### config.mk
export PLATFORM = sky130hd
export DESIGN_NAME = id_stage_pipe
export DESIGN_NICKNAME = d
export VERILOG_FILES = /design/src/rtl/id_pkg.sv /design/src/rtl/id_regfile.sv /design/src/rtl/id_stage_pipe.sv
export SDC_FILE = /design/constraint.sdc
export NUM_CORES = 2
export LEC_CHECK = 0
export ABC_CLOCK_PERIOD_IN_PS = 104300
export BUFFER_PORTS_ARGS = -buffer_cell sky130_fd_sc_hd__buf_4
export CAP_MARGIN = 10
export CORE_MARGIN = 2
export CORE_UTILIZATION = 40
export CTS_CLUSTER_SIZE = 20
export DETAILED_ROUTE_END_ITERATION = 8
export SYNTH_ARGS = -nofsm -noshare
export SYNTH_HDL_FRONTEND = slang
export SYNTH_SLANG_ARGS = --single-unit
### constraint.sdc
create_clock -name clk -period 104.3 [get_ports clk]
set_clock_uncertainty 0.2 [all_clocks]
set_input_delay 10.43 -clock clk [delete_from_list [all_inputs] [get_ports clk]]
set_output_delay 10.43 -clock clk [all_outputs]
set_load 0.01 [all_outputs]
### src/rtl/id_pkg.sv
// Shared decode definitions for the instruction-decode stage.
// Holds the format enum, the RV32 opcode constants and per-format register-use masks.
package id_pkg;

    typedef enum logic [2:0] {
        FMT_R    = 3'd0,
        FMT_I    = 3'd1,
        FMT_S    = 3'd2,
        FMT_B    = 3'd3,
        FMT_U    = 3'd4,
        FMT_J    = 3'd5,
        FMT_NONE = 3'd7
    } fmt_t;

    localparam logic [6:0] OP_REG    = 7'b0110011;
    localparam logic [6:0] OP_IMM    = 7'b0010011;
    localparam logic [6:0] OP_LOAD   = 7'b0000011;
    localparam logic [6:0] OP_JALR   = 7'b1100111;
    localparam logic [6:0] OP_SYSTEM = 7'b1110011;
    localparam logic [6:0] OP_STORE  = 7'b0100011;
    localparam logic [6:0] OP_BRANCH = 7'b1100011;
    localparam logic [6:0] OP_LUI    = 7'b0110111;
    localparam logic [6:0] OP_AUIPC  = 7'b0010111;
    localparam logic [6:0] OP_JAL    = 7'b1101111;

    // Bit n of each mask corresponds to format encoding n.
    localparam logic [7:0] RS1_USE_MASK = 8'b0000_1111;  // R I S B
    localparam logic [7:0] RS2_USE_MASK = 8'b0000_1101;  // R S B
    localparam logic [7:0] RD_USE_MASK  = 8'b0011_0011;  // R I U J

    function automatic logic uses_rs1(input fmt_t f);
        return RS1_USE_MASK[f];
    endfunction

    function automatic logic uses_rs2(input fmt_t f);
        return RS2_USE_MASK[f];
    endfunction

    function automatic logic uses_rd(input fmt_t f);
        return RD_USE_MASK[f];
    endfunction

endpackage

### src/rtl/id_regfile.sv
// Architectural register file: two async read ports, one sync write port.
// x0 reads zero and is never written; async reset clears every entry.
// Ports: i_clk, i_rst, i_we/i_waddr/i_wdata (write), i_raddr1/2 -> o_rdata1/2.
module id_regfile #(
    parameter int unsigned XLEN  = 32,
    parameter int unsigned NREGS = 32,
    localparam int unsigned AW   = $clog2(NREGS)
) (
    input  logic            i_clk,
    input  logic            i_rst,
    input  logic            i_we,
    input  logic [AW-1:0]   i_waddr,
    input  logic [XLEN-1:0] i_wdata,
    input  logic [AW-1:0]   i_raddr1,
    input  logic [AW-1:0]   i_raddr2,
    output logic [XLEN-1:0] o_rdata1,
    output logic [XLEN-1:0] o_rdata2
);

    logic [XLEN-1:0] r_mem [NREGS];

    // Write port; x0 is never stored.
    always_ff @(posedge i_clk or posedge i_rst) begin
        if (i_rst) begin
            for (int i = 0; i < int'(NREGS); i++) r_mem[i] <= '0;
        end else if (i_we && (i_waddr != '0)) begin
            r_mem[i_waddr] <= i_wdata;
        end
    end

    assign o_rdata1 = (i_raddr1 == '0) ? '0 : r_mem[i_raddr1];
    assign o_rdata2 = (i_raddr2 == '0) ? '0 : r_mem[i_raddr2];

endmodule

### src/rtl/id_stage_pipe.sv
// Pipelined instruction-decode stage: decoder, immediate generator, register
// file and an ID/EX register with valid/ready handshakes, load-use stall,
// flush, operand refresh while held and illegal-instruction flagging.
// Ports: clk/rst; fetch side in_valid/in_ready/in_instr/in_pc; flush;
// writeback wb_en/wb_addr/wb_data; execute side ex_ready/out_*.
// Build option: WB_BYPASS_EN makes a same-cycle writeback visible at capture.
module id_stage_pipe
    import id_pkg::*;
#(
    parameter int unsigned XLEN  = 32,
    parameter int unsigned NREGS = 32,
    localparam int unsigned AW   = $clog2(NREGS)
) (
    input  logic            clk,
    input  logic            rst,
    input  logic            in_valid,
    output logic            in_ready,
    input  logic [31:0]     in_instr,
    input  logic [XLEN-1:0] in_pc,
    input  logic            flush,
    input  logic            wb_en,
    input  logic [AW-1:0]   wb_addr,
    input  logic [XLEN-1:0] wb_data,
    input  logic            ex_ready,
    output logic            out_valid,
    output logic [XLEN-1:0] out_pc,
    output logic [XLEN-1:0] out_rs1_data,
    output logic [XLEN-1:0] out_rs2_data,
    output logic [XLEN-1:0] out_imm,
    output logic [4:0]      out_rd_addr,
    output logic [4:0]      out_rs1_addr,
    output logic [4:0]      out_rs2_addr,
    output logic [2:0]      out_fmt,
    output logic            out_reg_write,
    output logic            out_is_load,
    output logic            out_illegal
);

    function automatic fmt_t decode_fmt(input logic [6:0] op);
        fmt_t f;
        case (op)
            OP_REG:                              f = FMT_R;
            OP_IMM, OP_LOAD, OP_JALR, OP_SYSTEM: f = FMT_I;
            OP_STORE:                            f = FMT_S;
            OP_BRANCH:                           f = FMT_B;
            OP_LUI, OP_AUIPC:                    f = FMT_U;
            OP_JAL:                              f = FMT_J;
            default:                             f = FMT_NONE;
        endcase
        return f;
    endfunction

    function automatic logic [XLEN-1:0] gen_imm(input logic [31:0] ins, input fmt_t f);
        logic [XLEN-1:0] imm;
        imm = '0;
        case (f)
            FMT_I:   imm = XLEN'($signed(ins[31:20]));
            FMT_S:   imm = XLEN'($signed({ins[31:25], ins[11:7]}));
            FMT_B:   imm = XLEN'($signed({ins[31], ins[7], ins[30:25], ins[11:8], 1'b0}));
            FMT_U:   imm = XLEN'($signed({ins[31:12], 12'b0}));
            FMT_J:   imm = XLEN'($signed({ins[31], ins[19:12], ins[20], ins[30:21], 1'b0}));
            default: imm = '0;
        endcase
        return imm;
    endfunction

    // ID/EX register
    logic            r_valid;
    logic [XLEN-1:0] r_pc, r_rs1_data, r_rs2_data, r_imm;
    logic [4:0]      r_rd_addr, r_rs1_addr, r_rs2_addr;
    fmt_t            r_fmt;
    logic            r_reg_write, r_is_load, r_illegal;
    logic            r_ready_en;   // low during reset and for the first cycle after it

    // Incoming-instruction decode
    logic [4:0]      w_rs1, w_rs2, w_rd;
    fmt_t            w_fmt;
    logic            w_use_rs1, w_use_rs2, w_use_rd;
    logic            w_illegal, w_stall, w_capture, w_hold;
    logic [XLEN-1:0] w_rs1_rf, w_rs2_rf, w_rs1_cap, w_rs2_cap;
    logic            w_wb_live, w_refresh1, w_refresh2;
    logic            w_unused_funct3;

    assign w_rs1     = in_instr[19:15];
    assign w_rs2     = in_instr[24:20];
    assign w_rd      = in_instr[11:7];
    assign w_fmt     = decode_fmt(in_instr[6:0]);
    assign w_use_rs1 = uses_rs1(w_fmt);
    assign w_use_rs2 = uses_rs2(w_fmt);
    assign w_use_rd  = uses_rd(w_fmt);
    assign w_unused_funct3 = ^in_instr[14:12];

    assign w_illegal = (w_fmt == FMT_NONE)
                     || (w_use_rs1 && (32'(w_rs1) >= NREGS))
                     || (w_use_rs2 && (32'(w_rs2) >= NREGS))
                     || (w_use_rd  && (32'(w_rd)  >= NREGS));

    // Load in ID/EX whose destination the incoming instruction reads.
    assign w_stall = r_valid && r_is_load && (r_rd_addr != 5'd0)
                   && ((w_use_rs1 && (w_rs1 == r_rd_addr))
                    || (w_use_rs2 && (w_rs2 == r_rd_addr)));

    assign in_ready  = r_ready_en && !flush && !w_stall && (!r_valid || ex_ready);
    assign w_capture = in_valid && in_ready;
    assign w_hold    = r_valid && !ex_ready;
    assign w_wb_live = wb_en && (wb_addr != '0);

    id_regfile #(.XLEN(XLEN), .NREGS(NREGS)) u_regfile (
        .i_clk    (clk),
        .i_rst    (rst),
        .i_we     (wb_en),
        .i_waddr  (wb_addr),
        .i_wdata  (wb_data),
        .i_raddr1 (AW'(w_rs1)),
        .i_raddr2 (AW'(w_rs2)),
        .o_rdata1 (w_rs1_rf),
        .o_rdata2 (w_rs2_rf)
    );

`ifdef WB_BYPASS_EN
    // Write-through read: a same-cycle writeback wins over the stored value.
    assign w_rs1_cap = (w_wb_live && (5'(wb_addr) == w_rs1)) ? wb_data : w_rs1_rf;
    assign w_rs2_cap = (w_wb_live && (5'(wb_addr) == w_rs2)) ? wb_data : w_rs2_rf;
`else
    assign w_rs1_cap = w_rs1_rf;
    assign w_rs2_cap = w_rs2_rf;
`endif

    // Keep held operands current with writebacks to their sources.
    assign w_refresh1 = w_hold && w_wb_live && uses_rs1(r_fmt) && (5'(wb_addr) == r_rs1_addr);
    assign w_refresh2 = w_hold && w_wb_live && uses_rs2(r_fmt) && (5'(wb_addr) == r_rs2_addr);

    // ID/EX register update: flush > capture > drain > hold/refresh.
    always_ff @(posedge clk or posedge rst) begin
        if (rst) begin
            r_ready_en  <= 1'b0;
            r_valid     <= 1'b0;
            r_pc        <= '0;
            r_rs1_data  <= '0;
            r_rs2_data  <= '0;
            r_imm       <= '0;
            r_rd_addr   <= '0;
            r_rs1_addr  <= '0;
            r_rs2_addr  <= '0;
            r_fmt       <= FMT_NONE;
            r_reg_write <= 1'b0;
            r_is_load   <= 1'b0;
            r_illegal   <= 1'b0;
        end else begin
            r_ready_en <= 1'b1;
            if (flush) begin
                r_valid <= 1'b0;
            end else if (w_capture) begin
                r_valid     <= 1'b1;
                r_pc        <= in_pc;
                r_rs1_data  <= w_rs1_cap;
                r_rs2_data  <= w_rs2_cap;
                r_imm       <= gen_imm(in_instr, w_fmt);
                r_rd_addr   <= w_rd;
                r_rs1_addr  <= w_rs1;
                r_rs2_addr  <= w_rs2;
                r_fmt       <= w_fmt;
                r_reg_write <= w_use_rd && (w_rd != 5'd0);
                r_is_load   <= (in_instr[6:0] == OP_LOAD);
                r_illegal   <= w_illegal;
            end else if (ex_ready) begin
                r_valid <= 1'b0;
            end else begin
                if (w_refresh1) r_rs1_data <= wb_data;
                if (w_refresh2) r_rs2_data <= wb_data;
            end
        end
    end

    assign out_valid     = r_valid;
    assign out_pc        = r_pc;
    assign out_rs1_data  = r_rs1_data;
    assign out_rs2_data  = r_rs2_data;
    assign out_imm       = r_imm;
    assign out_rd_addr   = r_rd_addr;
    assign out_rs1_addr  = r_rs1_addr;
    assign out_rs2_addr  = r_rs2_addr;
    assign out_fmt       = r_fmt;
    assign out_reg_write = r_reg_write;
    assign out_is_load   = r_is_load;
    assign out_illegal   = r_illegal;

endmodule

==> impl_results.md <==
- Outcome: complete, no violations
- Number of global-route vias before repair: 38900
- Critical path start-end classification: in2out
- Flip-flop and latch count after synthesis: 1175
- Minimum clock period after layout: between 20 and 25 ns
- R2R setup slack: 100.45 ns
- Netlist Area Pre-Place: 59500 um^2
- Number of endpoints failing setup at the final stage: 0
- CTS buffer count: 133
- Leading cell types by total area after synthesis: sky130_fd_sc_hd__dfrtp_1, sky130_fd_sc_hd__mux4_2, sky130_fd_sc_hd__mux2_2, sky130_fd_sc_hd__o22ai_1, sky130_fd_sc_hd__clkbuf_1
- Critical Path Sink Type: output pin
- Final Net Count: around 4000
- Residual antenna-violating net count after detailed routing: 0
- Clock sinks: 1175
- Total of buffers placed on input and output ports: 257
- Class of the tightest hold or removal check: reg2reg
- Number of instances on the worst hold path: 0
- GP Congestion: 0.782
- Clk pin slew, worst setup/hold paths: 0.06 ns
- Final wirelength: ~190000 um
- Die outline height: 390 um
- Count of cell types in the netlist: 57
- Sink of the worst hold path: u_regfile.r_mem[1014]
- Total global routing track utilization: 25.1%
- Global-route wire length before repair: about 280000 um
- Synth-to-layout area growth: 13.3%
- CTS Buffer Depth: 3
- Hold path startpoint: u_regfile.r_mem[1014]
- Max Fanout on Critical Path: 22
- Top-area cell type share of the netlist area: 49.3%
- Post-route setup TNS: 0 ns
- Vias per inst: 6.40
- Crit Reg-Reg Startpoint: out_rd_addr[1]
- Endpoint arrival time on the critical path: 13.07 ns
- Total number of vias: around 38000
- # placed instances: 5700
- Most frequent cells in the layout: sky130_fd_sc_hd__dfrtp_1, sky130_fd_sc_hd__mux2_2, sky130_fd_sc_hd__mux4_2, sky130_fd_sc_hd__buf_4, sky130_fd_sc_hd__o22ai_1
- Number of flops mapped to enable cells by yosys: 0
- Initial cell density of the core: about 40%
- Cell chain of the critical path: buf_4 -> nand3b_4 -> or4b_1 -> a2111oi_4 -> o21a_4 -> nor2_1 -> buf_4
- Number of cells in the finished layout apart from fillers: 5942
- Post-Synthesis Mean Instance Area: 15.4 um^2
- TritonCTS clock tree: yes
- Required time reported for the critical path endpoint: 93.67 ns
- Hold_buf cts: 0
- Cell at the slowest stage of the critical path: sky130_fd_sc_hd__a2111oi_4
- Hold Fails Final Rpt: 0
- Pin count of the biggest net entering global routing: 156
- Worst slew margin relative to its limit: about a fifth
- Total core area: around 150000 um^2
- Post-cts repair resize count: 0
- Peak supply drop: 0.0170 mV
- Share of flip-flops with an asynchronous set or reset: between 90% and 100%
- Slew at the pin with the worst max-slew slack: 1.20 ns
- Count of maximum capacitance violations: 0
- Number of buffers inserted by post-CTS setup repair: 0
- Count of cells along the worst register-to-register path: 8
- Site row count: 141
- Most frequently used flop master after synthesis: sky130_fd_sc_hd__dfrtp_1
- Share of post-route cells with drive strength above 1: 54.0%
- Number of antenna violations at the first check in global routing: 6
- Remaining design rule violation count: 0
- Max Clk Rate: 42.2 MHz
- Crit share post-route: 22.7%
- End-of-flow core utilization: 45.7%
- Top-Level Pins: 258
- Syn. warnings: 0
- Startpoint type of the worst setup path: input pin
- Worst-Skew Late Latency: 0.77 ns
- Library cell appearing most often on the critical path: sky130_fd_sc_hd__buf_4
- Largest area contributor in the netlist: sky130_fd_sc_hd__dfrtp_1
- Mean routed wirelength per cell: around 32 um
- Horizontal die dimension: 390 um
- Root cell of the clock tree: sky130_fd_sc_hd__clkbuf_16
- Total Die Area: 152000 um^2
- Global-route congestion overflow total: 0
- Sequential cell area fraction in the yosys report: ~49%
- CP peak stage delay: ~0.83 ns
- Pre-Repair DR Iteration Count: 5
- Deepest level of the CTS H-tree: 4
- Endpoint of the worst register-to-register path: out_rs1_addr[2]
- Unrepaired setup endpoints after global routing: no
- Max-slew violation count: 0
- Most common cell after layout, fill and taps aside: sky130_fd_sc_hd__dfrtp_1
- Static leakage: 0.0294 uW
- First-iteration detailed-routing DRC count: 3395
- Post-DP HPWL: slightly below 100000 um
- Net count of the mapped netlist: 3974
- PD cells: 19.7 nW/um^2
- Mapped Cells: 3867
==> state kept, by name, indices dropped and copies added, names as in the netlist <==
signal,flops
r_ready_en,1
out_fmt,3
out_rs2_addr,5
out_pc,32
out_rs2_data,32
out_illegal,1
out_rd_addr,5
out_rs1_data,32
out_imm,32
out_rs1_addr,5
out_reg_write,1
u_regfile.r_mem,1024
out_is_load,1
out_valid,1
==> where the power goes <==
| part | total [uW] | switching (uW) | internal (uW) |
|---|---|---|---|
| Clock | 472 | 196 | 276 |
| Combinational | 252 | 96.2 | 156 |
| Sequential | 602 | 61.3 | 541 |
| Total | 1330 | 354 | 973 |
==> cells in the mapped netlist (28+ instances only) <==
cell	count
sky130_fd_sc_hd__clkbuf_1	298
sky130_fd_sc_hd__buf_1	58
sky130_fd_sc_hd__o32ai_1	65
sky130_fd_sc_hd__o22ai_1	256
sky130_fd_sc_hd__nand2_1	28
sky130_fd_sc_hd__mux4_2	512
sky130_fd_sc_hd__mux2_2	1009
sky130_fd_sc_hd__mux2_4	40
sky130_fd_sc_hd__mux2i_1	86
sky130_fd_sc_hd__or4_1	66
sky130_fd_sc_hd__dfrtp_1	1172
sky130_fd_sc_hd__buf_2	81
==> critical path, delay by kind of cell <==
kind            cells  cell delay (ns)
compound gates      2             1.33
buf+inv             2             0.29
simple gates        3             1.01
==> layer usage <==
layer / global-route usage [%] / routed length [um] / up-vias
met2: 38.6 / 87500 / 1518
li1: - / - / 15300
met1: 35.6 / 81500 / 20900
met4: 8.29 / 6240 / 6
met3: 5.06 / 14600 / 373
met5: 0 / 36 / -
==> cell type report <==
cell class | instances | area, um^2
clock inverter | 43 | 437
clock buffer | 197 | 3920
fill | 12900 | 80200
timing repair buffer | 346 | 2670
inverter | 23 | 93.8
multi-input combinational | 2226 | 28500
tap | 1930 | 2410
sequential | 1175 | 29400
antenna | 2 | 5.00
==> worst max path at each step <==
| stage | from | to | slack [ns] | depth (start not counted) |
|---|---|---|---|---|
| after global routing | in_instr[3] | in_ready | 80.44 | 7 |
| final | in_instr[3] | in_ready | 80.60 | 7 |
| after CTS | in_instr[3] | in_ready | 80.59 | 7 |
| after floorplan | rst | out_illegal | 60.58 | 1 |
| after global placement | in_instr[3] | in_ready | 80.62 | 7 |
| after detailed placement | in_instr[3] | in_ready | 80.59 | 7 |
==> logic make-up after synthesis <==
logic type | Yosys count | share of synthesized area (%)
flops | 1175 | 49.4
mux | 1647 | 40.9
compound gates | 386 | 4.38
buf+inv | 466 | 3.18
xor+xnor | 21 | 0.309
simple gates | 171 | 1.81
other cells | 1 | 0.00630
==> metrics by stage <==
stage          total power (uW)  setup WS, ns  instance area [um^2]  hold slack, ns
6_report                   1330         80.60                 67400           0.192
5_1_grt                    1380         80.44                 67400           0.205
4_1_cts                    1340         80.59                 67400           0.196
3_5_place_dp                862         80.59                 63100           0.182
3_3_place_gp                852         80.62                 63100           0.177
2_1_floorplan               785         60.58                 59500           0.241
(Power assumes the default switching activity.)
